==> config.mk <==
export PLATFORM = sky130hd
export DESIGN_NAME = inst_dispatch
export DESIGN_NICKNAME = d
export VERILOG_FILES = /design/src/rtl/inst_dispatch.sv
export SDC_FILE = /design/constraint.sdc
export NUM_CORES = 1
export LEC_CHECK = 0
export CORE_AREA = 2 2 127 129
export DETAILED_ROUTE_END_ITERATION = 6
export DIE_AREA = 0 0 129 131
export PLACE_DENSITY = 0.8
export SETUP_SLACK_MARGIN = 0.02
export SLEW_MARGIN = 20
export SYNTH_ARGS = -nofsm -noshare
export SYNTH_HDL_FRONTEND = slang
export SYNTH_SLANG_ARGS = --single-unit
==> constraint.sdc <==
create_clock -name clk -period 2.76 [get_ports clk]
set_clock_uncertainty 0.05 [all_clocks]
set_input_delay 0.414 -clock clk [delete_from_list [all_inputs] [get_ports clk]]
set_output_delay 0.414 -clock clk [all_outputs]
set_load 0.01 [all_outputs]
==> src/rtl/inst_dispatch.sv <==
// inst_dispatch: pops 160-bit instructions, splits them into ILC/W2C bundles and retires on unit completion.
// Optional watchdog on the WAIT state is built when INST_DISPATCH_WDOG_EN is defined.
module inst_dispatch #(
   parameter int INST_LEN    = 160,
   parameter int CNT_W       = 16,
   parameter int WDOG_CYCLES = 65535
) (
   input  logic                clk,
   input  logic                rst_n,
   input  logic                run,
   input  logic [INST_LEN-1:0] instruct,
   input  logic                inst_empty,
   output logic                inst_req,
   output logic [59:0]         ilc_cmd,
   output logic                ilc_start,
   input  logic                ilc_done,
   output logic [76:0]         w2c_cmd,
   output logic                w2c_start,
   input  logic                w2c_done,
   output logic [CNT_W-1:0]    inst_cnt,
   output logic                all_done,
   output logic                timeout
);
   typedef enum logic [1:0] {IDLE, FETCH, ISSUE, WAIT} state_t;
   state_t state_q, state_d;
   logic [59:0] ilc_cmd_q;
   logic [76:0] w2c_cmd_q;
   logic [CNT_W-1:0] cnt_q, cnt_d;
   logic ilc_pend_q, ilc_pend_d, w2c_pend_q, w2c_pend_d;
   logic timeout_q, timeout_d;
   logic ilc_rem, w2c_rem, wdog_hit;
   assign ilc_rem = ilc_pend_q & ~ilc_done;
   assign w2c_rem = w2c_pend_q & ~w2c_done;
`ifdef INST_DISPATCH_WDOG_EN
   localparam int WW = $clog2(WDOG_CYCLES + 1);
   logic [WW-1:0] wcnt_q, wcnt_d;
   assign wcnt_d   = (state_q == WAIT) ? wcnt_q + 1'b1 : '0;
   assign wdog_hit = (wcnt_q == WW'(WDOG_CYCLES - 1));
   always_ff @(posedge clk or negedge rst_n)
      if (!rst_n) wcnt_q <= '0;
      else        wcnt_q <= wcnt_d;
`else
   logic [31:0] unused_wdog;
   assign unused_wdog = WDOG_CYCLES;
   assign wdog_hit    = 1'b0;
`endif
   generate
      if (INST_LEN > 137) begin : g_spare
         logic unused_bits;
         assign unused_bits = ^instruct[INST_LEN-1:137];
      end
   endgenerate
   always_comb begin
      state_d    = state_q;
      cnt_d      = cnt_q;
      ilc_pend_d = ilc_pend_q;
      w2c_pend_d = w2c_pend_q;
      timeout_d  = timeout_q;
      case (state_q)
         IDLE:  state_d = (run && !inst_empty && !timeout_q) ? FETCH : IDLE;
         FETCH: state_d = ISSUE;
         ISSUE: begin
            ilc_pend_d = 1'b1;
            w2c_pend_d = w2c_cmd_q[0];
            state_d    = WAIT;
         end
         WAIT: begin
            ilc_pend_d = ilc_rem;
            w2c_pend_d = w2c_rem;
            if (!ilc_rem && !w2c_rem) begin
               cnt_d   = cnt_q + 1'b1;
               state_d = (run && !inst_empty) ? FETCH : IDLE;
            end else if (wdog_hit) begin
               timeout_d  = 1'b1;
               ilc_pend_d = 1'b0;
               w2c_pend_d = 1'b0;
               state_d    = IDLE;
            end
         end
         default: state_d = IDLE;
      endcase
   end
   always_ff @(posedge clk or negedge rst_n) begin
      if (!rst_n) begin
         state_q    <= IDLE;
         ilc_cmd_q  <= '0;
         w2c_cmd_q  <= '0;
         cnt_q      <= '0;
         ilc_pend_q <= 1'b0;
         w2c_pend_q <= 1'b0;
         timeout_q  <= 1'b0;
      end else begin
         state_q    <= state_d;
         cnt_q      <= cnt_d;
         ilc_pend_q <= ilc_pend_d;
         w2c_pend_q <= w2c_pend_d;
         timeout_q  <= timeout_d;
         // Capture on the pop edge, before the FIFO head advances
         if (state_q == FETCH) begin
            ilc_cmd_q <= instruct[59:0];
            w2c_cmd_q <= instruct[136:60];
         end
      end
   end
   assign inst_req  = (state_q == FETCH);
   assign ilc_start = (state_q == ISSUE);
   assign w2c_start = ilc_start & w2c_cmd_q[0];
   assign all_done  = (state_q == IDLE) & inst_empty;
   assign ilc_cmd   = ilc_cmd_q;
   assign w2c_cmd   = w2c_cmd_q;
   assign inst_cnt  = cnt_q;
   assign timeout   = timeout_q;
endmodule

==> reports/qor.log, run 1 <==
INFO  global_route   grt_pass1_vias=4624
INFO  route          detail_route.wl_per_cell=17.26um
INFO  timing         rsz0062_at_grt=false
INFO  die            design.core.area=15600squm
INFO  synth          synthesis.area_per_instance=15.82squm
INFO  cts            worst_skew_pair.late_latency=0.42ns
INFO  global_route   globalRouteMet1Util=19.39%
INFO  job            maxCapViolations=0
INFO  route          drt_pass1_iterations=4
INFO  die            chipHeight=131um
INFO  synth          synth_fp_nets=553
INFO  route          wl=15880um
INFO  power          total_leakage_power=4.129nW
INFO  worst_setup_path timing.critical_path.slowest_stage_cell=sky130_fd_sc_hd__clkdlybuf4s50_1
INFO  synth          netlist_area=6043squm
INFO  die            die_width=129um
INFO  global_route   grt_first_pass_wirelength=23930um
INFO  cts            clock_tree.root_cell=sky130_fd_sc_hd__clkbuf_16
INFO  synth          yosys.cell_types.count=26
INFO  synth          ys.warnings.count=0
INFO  synth          synthCells=382
INFO  power          swShare=29.87%
INFO  layout         final_net_count=862
INFO  timing         finalSetupTns=0ns
INFO  timing         layout_worst_path_cycle_share=86.23%
INFO  place          place.gp.congestion=0.7388
INFO  cts            clock_tree.htree_level_count=4
INFO  worst_setup_path cell_by_cell_trace_of_the_critical_path=inv_1 -> ha_1 -> and2_1 -> clkdlybuf4s50_1
INFO  power          totalPowerFinal=11.37mW
INFO  route          detail_route.vias_per_cell=4.666
INFO  cts            cts_tree=yes
INFO  global_route   grt_overflow_total=0
INFO  timing         timing_hold_violations_final=0
INFO  layout         flow.area_growth_from_synthesis=64.22%
INFO  timing         final_slew_violations=0
INFO  place          detailed_place_hpwl=11880um
INFO  cts            post_cts_setup_buffer_count=0
INFO  layout         multi_input_area=2031squm
INFO  worst_setup_path timing.critical_path.max_delay_family=buffers and inverters
INFO  die            die-area=16900squm
INFO  route          drcViolationCount=0
INFO  synth          synth_seq_area_share=65.01%
INFO  worst_setup_path worst-endpoint-required=2.30ns
INFO  timing         setup_viol=0
INFO  layout         diodes=0
INFO  power          clockPowerShare=20.6%
INFO  status         status=completed
INFO  die            ports=324
INFO  timing         maxSlewHeadroom=60.67%
INFO  route          route.antenna.remaining_nets=0
INFO  die            floorplan.rows=46
INFO  timing         worst-slew-pin-transition=0.5900ns
INFO  layout         post_route_cells_drive_above_1_share=25.71%
INFO  power          cell_internal_pwr=7.975mW
INFO  cts            cts_num_sinks=157
INFO  power          ir_worst_vdd=0.0006145V
INFO  cts            cts_resized=0
INFO  global_route   grt_most_used_layer=met2
INFO  power          power.switching=3.396mW
INFO  route          vias=4293
INFO  route          initialDrtViolationCount=110
INFO  cts            cts_inserted_buffers=17
INFO  cts            clock_slew_at_reported_path_ffs=0.06ns
INFO  worst_setup_path capturing_element_type_of_the_critical_path=output pin
INFO  layout         nFillCells=1165
INFO  synth          synth-seq-cells=157
INFO  timing         max_clock_freq=420.2MHz
INFO  worst_setup_path worst-endpoint-arrival=1.92ns
INFO  global_route   met2_resource_use_gr=32.74%
INFO  layout         layout.cells.non_filler=920
INFO  global_route   initial_antenna_violation_count=0
INFO  timing         finalWorstPathRequiredPeriod=2.380ns
INFO  place          dp.cells=887
INFO  global_route   grt_usage=18.54%
INFO  worst_setup_path critPathMaxFanout=4
INFO  power          power-per-cell-area=1146nW/um^2
INFO  power          power.combinational.fraction=44.1%
INFO  worst_hold_path holdCritPathClass=reg2reg
INFO  place          port_buffers=299
INFO  global_route   grt_max_degree=70
INFO  worst_setup_path startpoint_type_of_the_worst_setup_path=register
INFO  layout         register_area=3929squm
INFO  cts            max-clock-path-buffers=2
INFO  worst_setup_path cp_num_buf_inv=2
INFO  global_route   groute.layer.met3.usage=7.655%
INFO  power          share_seq_of_total_power=35.4%
INFO  die            start_util=38.75%
INFO  worst_setup_path cpPeakStageDelay=0.53ns
INFO  worst_setup_path timing.setup.critical_path_class=reg2out
-- layout make-up --
class	instances	share of cell area (%)
Inverter	4	0.1513
Timing Repair Buffer	306	31.10
Clock buffer	21	4.639
Clock inverter	11	1.336
Multi-Input combinational cell	205	20.46
Tap cell	216	2.723
Sequential cell	157	39.59
-- cells in the mapped netlist --
cell type	n	area [sq um]
sky130_fd_sc_hd__nor4_1	3	18.77
sky130_fd_sc_hd__and3_1	4	25.02
sky130_fd_sc_hd__a21oi_1	3	15.01
sky130_fd_sc_hd__nor2_1	4	15.01
sky130_fd_sc_hd__conb_1	1	3.750
sky130_fd_sc_hd__xor2_1	9	78.83
sky130_fd_sc_hd__nor2b_1	1	6.260
sky130_fd_sc_hd__nand3_2	1	10.01
sky130_fd_sc_hd__nand3_1	4	20.02
sky130_fd_sc_hd__mux2_2	138	1554
sky130_fd_sc_hd__nand2_1	10	37.54
sky130_fd_sc_hd__mux2i_1	1	10.01
sky130_fd_sc_hd__xnor2_1	6	52.55
sky130_fd_sc_hd__and2_1	2	12.51
sky130_fd_sc_hd__or2b_2	2	17.52
sky130_fd_sc_hd__buf_4	1	7.510
sky130_fd_sc_hd__nor3b_1	1	7.510
sky130_fd_sc_hd__dfrtp_1	157	3929
sky130_fd_sc_hd__nand4_2	2	25.02
sky130_fd_sc_hd__ha_1	5	62.56
sky130_fd_sc_hd__buf_2	14	70.07
sky130_fd_sc_hd__a22o_1	1	8.760
sky130_fd_sc_hd__nor3_1	5	25.02
sky130_fd_sc_hd__clkbuf_1	1	3.750
sky130_fd_sc_hd__inv_1	4	15.01
sky130_fd_sc_hd__nand4_1	2	12.51
-- cells in the final DEF (no fill, tap or decap), types with 4 or more instances in the layout --
cell / instances
sky130_fd_sc_hd__and3_1: 4
sky130_fd_sc_hd__clkbuf_16: 17
sky130_fd_sc_hd__clkdlybuf4s50_1: 298
sky130_fd_sc_hd__clkinvlp_4: 5
sky130_fd_sc_hd__dfrtp_1: 157
sky130_fd_sc_hd__ha_1: 4
sky130_fd_sc_hd__inv_1: 4
sky130_fd_sc_hd__mux2_2: 138
sky130_fd_sc_hd__nand2_1: 10
sky130_fd_sc_hd__nand3_1: 4
sky130_fd_sc_hd__nor2_1: 4
sky130_fd_sc_hd__nor3_1: 5
sky130_fd_sc_hd__xnor2_1: 6
sky130_fd_sc_hd__xor2_1: 9
-- worst reg2reg max path, stage by stage (launching register included) --
cell and delay [ns]:
sky130_fd_sc_hd__dfrtp_1 0.42, sky130_fd_sc_hd__ha_1 0.35, sky130_fd_sc_hd__nand3_2 0.23, sky130_fd_sc_hd__nor4_1 0.38, sky130_fd_sc_hd__xor2_1 0.18
-- power groups by stage --
stage | logic [mW] | registers (mW) | clock network, mW
floorplan | 1.71 | 4.48 | 0
global placement | 4.94 | 3.98 | 0
detailed placement | 5.06 | 4.07 | 0
CTS | 5.08 | 4.04 | 2.38
global route | 5.36 | 4.16 | 2.48
finish | 5.01 | 4.02 | 2.34
-- registers in the layout, indices dropped and copies added (netlist names) --
signal / count
ilc_pend_q: 1
state_q: 2
w2c_cmd: 77
ilc_cmd: 60
inst_cnt: 16
w2c_pend_q: 1
-- stage by stage --
step                utilization [%]  hold WS, ns  setup WS (ns)  area, sq um
CTS                           63.63       0.4365         0.3403         9925
detailed placement            59.76       0.3807         0.7348         9321
floorplan                         -      0.06841          1.097         6043
global placement              59.76       0.3716         0.7247         9321
global route                  63.63       0.4571         0.3004         9925
finish                        63.63       0.4391         0.3801         9925
-- cells by family (layout without fill, tap and decap cells) --
| group | Yosys count | count (layout) | synth area share (%) |
|---|---|---|---|
| multiplexers | 139 | 139 | 25.88 |
| AND/OR/NAND/NOR | 41 | 41 | 3.851 |
| AO/OA/AOI/OAI | 4 | 4 | 0.3933 |
| flip-flops | 157 | 157 | 65.01 |
| buffers and inverters | 20 | 342 | 1.594 |
| other | 1 | 1 | 0.06205 |
| XOR/XNOR | 15 | 15 | 2.174 |
| adder cells (fa/ha/maj) | 5 | 5 | 1.035 |
-- metal layers --
metal | wire length (um) | share of wire, %
met1 | 5725 | 36
met2 | 8310 | 52
met3 | 1461 | 9.2
met4 | 385 | 2.4
met5 | 0 | 0
-- repair_timing --
action,4_1_cts,5_1_grt
endpoints found under the setup margin,0,0
hold buffers,1,0
hold endpoints to repair,58,0
-- final timing paths --
path                              start  depth (start not counted)      endpoint  slack, ns
max                          state_q[0]                          4     w2c_start       0.38
min                        inst_cnt[10]                          1  inst_cnt[10]       0.44
max reg2reg                  state_q[0]                          4  inst_cnt[13]       1.08
min reg2reg                inst_cnt[10]                          1  inst_cnt[10]       0.44
max in group asynchronous         rst_n                          3    ilc_cmd[7]       1.44
min in group asynchronous         rst_n                          2  inst_cnt[11]       0.49
(Power assumes the default switching activity.)
==> run 2, diff against run 1 <==
- CTS_CLUSTER_SIZE: default -> 14
==> results of run 2 <==
The final DEF is identical to that of run 1; final timing and power are the same.
==> run 3, diff against run 2 <==
- CTS_CLUSTER_SIZE: 14 -> 24
==> results of run 3 <==
The final DEF is identical to that of run 1; final timing and power are the same.
